[config.mk]
export PLATFORM = sky130hd
export DESIGN_NAME = upc_sequencer
export DESIGN_NICKNAME = d
export VERILOG_FILES = /design/src/rtl/upc_sequencer.sv
export SDC_FILE = /design/constraint.sdc
export NUM_CORES = 1
export LEC_CHECK = 0
export CAP_MARGIN = 20
export CORE_MARGIN = 2
export CORE_UTILIZATION = 45
export CTS_CLUSTER_SIZE = 30
export DETAILED_ROUTE_END_ITERATION = 10
export PLACE_DENSITY = 0.69
export REMOVE_ABC_BUFFERS = 1
export SLEW_MARGIN = 20
export SYNTH_ARGS = -nofsm -noshare
export SYNTH_HDL_FRONTEND = slang
export SYNTH_SLANG_ARGS = --single-unit
[constraint.sdc]
create_clock -name clk -period 5.4 [get_ports clk]
set_input_delay 0.81 -clock clk [delete_from_list [all_inputs] [get_ports clk]]
set_output_delay 0.81 -clock clk [all_outputs]
set_load 0.02 [all_outputs]
[src/rtl/upc_sequencer.sv]
// Micro-program counter sequencer: INC/JMP/BCC/CALL/RET/HOLD/CLR with a
// LIFO return-address stack and a sticky overflow/underflow error flag.
module upc_sequencer #(
    parameter  int ADDR_W      = 5,
    parameter  int STACK_DEPTH = 4,
    localparam int SP_W        = $clog2(STACK_DEPTH + 1)
) (
    input  logic              clk,
    input  logic              reset,
    input  logic              en,
    input  logic [2:0]        op,
    input  logic              cond,
    input  logic [ADDR_W-1:0] target,
    output logic [ADDR_W-1:0] upc,
    output logic [SP_W-1:0]   sp,
    output logic              stk_full,
    output logic              stk_empty,
    output logic              err
);

    localparam int IDX_W = (STACK_DEPTH > 1) ? $clog2(STACK_DEPTH) : 1;
    localparam int MEM_N = 1 << IDX_W;

    typedef enum logic [2:0] {
        OP_INC  = 3'd0,
        OP_JMP  = 3'd1,
        OP_BCC  = 3'd2,
        OP_CALL = 3'd3,
        OP_RET  = 3'd4,
        OP_HOLD = 3'd5,
        OP_CLR  = 3'd6,
        OP_RSV  = 3'd7
    } op_e;

    logic [ADDR_W-1:0] upc_q, upc_d;
    logic [SP_W-1:0]   sp_q, sp_d;
    logic              err_q, err_d;

    logic [ADDR_W-1:0] upc_inc;
    logic [ADDR_W-1:0] stack_top;
    logic [IDX_W-1:0]  wr_idx;
    logic [IDX_W-1:0]  rd_idx;
    logic              full;
    logic              empty;
    logic              push;

    // Small return-address file; read combinationally so RET completes in one cycle.
    logic [ADDR_W-1:0] stack_mem [MEM_N];

    assign upc_inc   = upc_q + ADDR_W'(1);
    assign full      = (sp_q == SP_W'(STACK_DEPTH));
    assign empty     = (sp_q == '0);
    assign wr_idx    = IDX_W'(sp_q);
    assign rd_idx    = IDX_W'(sp_q - SP_W'(1));
    assign stack_top = stack_mem[rd_idx];

    always_comb begin
        upc_d = upc_q;
        sp_d  = sp_q;
        err_d = err_q;
        push  = 1'b0;
        if (en) begin
            case (op_e'(op))
                OP_INC: upc_d = upc_inc;
                OP_JMP: upc_d = target;
                OP_BCC: upc_d = cond ? target : upc_inc;
                OP_CALL: begin
                    if (full) begin
                        err_d = 1'b1;
                    end else begin
                        push  = 1'b1;
                        upc_d = target;
                        sp_d  = sp_q + SP_W'(1);
                    end
                end
                OP_RET: begin
                    if (empty) begin
                        err_d = 1'b1;
                    end else begin
                        upc_d = stack_top;
                        sp_d  = sp_q - SP_W'(1);
                    end
                end
                OP_HOLD: upc_d = upc_q;
                OP_CLR: begin
                    // err is deliberately left alone: only reset clears it
                    upc_d = '0;
                    sp_d  = '0;
                end
                default: upc_d = upc_inc;
            endcase
        end
    end

    always_ff @(posedge clk or posedge reset) begin
        if (reset) begin
            upc_q <= '0;
            sp_q  <= '0;
            err_q <= 1'b0;
        end else begin
            upc_q <= upc_d;
            sp_q  <= sp_d;
            err_q <= err_d;
        end
    end

    // Stack storage carries no reset; entries are invisible until sp covers them.
    always_ff @(posedge clk) begin
        if (push && !reset) begin
            stack_mem[wr_idx] <= upc_inc;
        end
    end

    assign upc       = upc_q;
    assign sp        = sp_q;
    assign err       = err_q;
    assign stk_full  = full;
    assign stk_empty = empty;

endmodule
==> key figures <==
Synth
  • Top post-synthesis cells by count: edfxtp_1, dfrtp_1, inv_1
  • Post-Syn Area: 1635 sq um
  • Synth Register Bits: 29
  • Top-count cell post-synth: edfxtp_1
  • Top cell type by total area after synthesis: edfxtp_1
  • Synth warnings: 0
  • Synthesized area per cell: 11.85 sq um
  • Ys async rst share: 0.3103
  • Syn Inst Count: 138
  • Primary FF master, synth: edfxtp_1
  • Yosys cell types: 49
  • Yosys top cell area share: 0.3673
  • Sequential share of the synthesized area: 0.5050
  • Synth top area cells: edfxtp_1, dfrtp_1, mux4_2
  • EDFF count, synth: 20

Floorplan
  • Initial Util: 0.4788
  • Std cell rows: 21
  • Core box area: 3416 sq um
  • Die Span X: about 64 um
  • Total die area: 4133 sq um
  • I/O pin total: 23
  • Die height: 64.29 um

Clock network
  • Post-CTS resize count: 0
  • Num CTS Buffers: 5
  • Clock Latency Late Sink: 0.33 ns
  • Post-CTS Hold Buffers: 0
  • Clock transition at path regs: 0.10 ns
  • Post-CTS Setup Bufs: 0
  • CTS tree: done
  • Root buffer cell: clkbuf_4
  • # H-tree levels: 2
  • TritonCTS Sinks: 29
  • CTS max path bufs: 2

Placed design
  • # port buffers: 22
  • Place WS: ~2.4 ns
  • Cell Area, Placed: ~1900 sq um
  • Gpl congestion: 0.9364
  • Post-detail-place hpwl: 2925 um

Cells and area
  • Nets: 179
  • Share of post-route cells with drive strength above 1: 0.1173
  • Register Area: 825.8 sq um
  • Finished Cell Area: 1966 sq um
  • Area grow syn2layout: 20.20%
  • # fillers: 319
  • Multi-input combinational cell area: 749.5 sq um
  • Antenna Cells: 0
  • Final Core Density: 0.5755

Detailed routing
  • Initial DRT Pass Iterations: 4
  • Final WL: 3951 um
  • Antenna viol nets, final: 0
  • Vias after detailed routing: between 1000 and 1500
  • Iteration-0 DRC Markers: 89
  • Avg WL per Cell: 19.00 um
  • Via/cell ratio: 5.928
  • DRC errors left: 0

Critical path
  • Crit path DAT: ~2.3 ns
  • Startpoint Class: register
  • Required @ worst endpoint: 4.59 ns
  • Worst reg2reg startpoint: sp[0]$_DFFE_PP0P_
  • Setup CP Type: reg -> out
  • Worst Setup End Kind: output port
  • CP Max Fanout: 11
  • CP startpoint: sp[0]$_DFFE_PP0P_

Timing
  • Layout Skew: approximately 0.009 ns
  • Crit path time final: between 3 and 4 ns
  • Final WS setup: 2.294 ns
  • Hold Vio Cnt, Final: 0
  • FMAX: 0.3220 GHz
  • Post-route setup TNS: 0 ns
  • Period Utilization, post-route: 0.5752
  • Hold slack: 0.4953 ns
  • Final setup viols: 0
  • Slew @ Worst Pin: 0.6640 ns
  • Slew headroom: 0.5563
  • RSZ-0062 raised after global routing: no
  • Slew Limit Fails: 0

GRT
  • Global routing met3 resource utilization: 0.04225
  • Total Routing Usage GR: 0.2102
  • Grt ovf: 0
  • Pin count of the biggest net entering global routing: 17
  • Grt met1 use: 0.2813
  • Initial antenna violation count: 0
  • Vias in the first global route: 1290
  • First-pass GRT wire length: around 6400 um
  • Met2 Track Usage GR: 0.3424
  • Grt peak-use layer: met2

Run status
  • Status: completed

Worst hold path
  • Worst hold start: err$_DFFE_PP0P_
  • Hold Crit Class: reg -> reg

Job
  • Max_cap viols: 0

Power
  • Leak: roughly 0.73 nW
  • Peak supply drop: approximately 310 uV
  • PwrDens: 481.5 nW/um^2
placed cells by master, fill, tap and decap left out, types with 4 or more instances in the layout:
| cell | Yosys | routed |
|---|---|---|
| a21oi_1 | 6 | 6 |
| and2_1 | 5 | 5 |
| clkbuf_4 | 0 | 5 |
| clkdlybuf4s50_1 | 0 | 22 |
| dfrtp_1 | 9 | 9 |
| edfxtp_1 | 20 | 20 |
| ha_1 | 6 | 6 |
| inv_1 | 9 | 9 |
| mux2i_1 | 5 | 5 |
| mux4_2 | 4 | 4 |
| nand2_1 | 6 | 6 |
| nand3_1 | 5 | 5 |
| nor2_1 | 5 | 5 |
| nor3_1 | 4 | 4 |
path summary, 6_finish.rpt:
kind / to / slack (ns) / cells after the start
setup / recovery: stk_empty / 2.29 / 4
hold / removal: err$_DFFE_PP0P_ / 0.50 / 1
setup reg to reg: upc[1]$_DFFE_PP0P_ / 2.73 / 6
hold reg to reg: err$_DFFE_PP0P_ / 0.50 / 1
max in group asynchronous: upc[1]$_DFFE_PP0P_ / 4.29 / 2
min in group asynchronous: sp[2]$_DFFE_PP0P_ / 0.83 / 2
per-stage QoR:
step           std cells  power, mW
5_1_grt              208      1.002
2_1_floorplan        132     0.6093
6_report             208     0.9465
4_1_cts              208     0.9536
3_3_place_gp         200     0.7633
3_5_place_dp         200     0.7711
where the power goes:
part	internal (mW)	total [mW]	switching (mW)
Sequential	0.297	0.350	0.0532
Combinational	0.199	0.419	0.220
Clock	0.0958	0.178	0.0821
cell families after synthesis:
kind of cell	synth area share
AOI/OAI and AO/OA	0.1423
xor gates and xnor gates	0.01607
adders and majority gates	0.04591
buffers and inverters	0.03672
DFF	0.5050
muxes	0.09947
and+or+nand+nor	0.1546
critical path, stage by stage (launching register included):
cell and delay, ns:
dfrtp_1 0.57, inv_1 0.22, ha_1 0.26, nor2b_1 0.26, clkdlybuf4s50_1 0.65
layer usage:
| layer | up-vias | routed length (um) |
|---|---|---|
| li1 | 575 | - |
| met1 | 606 | 1761 |
| met2 | 44 | 1927 |
| met3 | 8 | 186 |
| met4 | 0 | 76 |
| met5 | - | 0 |
registers in the layout (all words and copies together), names as in the netlist:
signal	cells
upc	5
err	1
stack_mem	20
sp	3
final cells by class:
cell class              count  share of cell area
clock inverters             3             0.02101
multi-input cells          94              0.3813
repair buffers             22              0.1120
well taps                  46             0.02928
flip-flops and latches     29              0.4201
inverters                   9             0.01719
clock buffers               5             0.01910
Note: power is estimated with default switching activity, not from simulation.
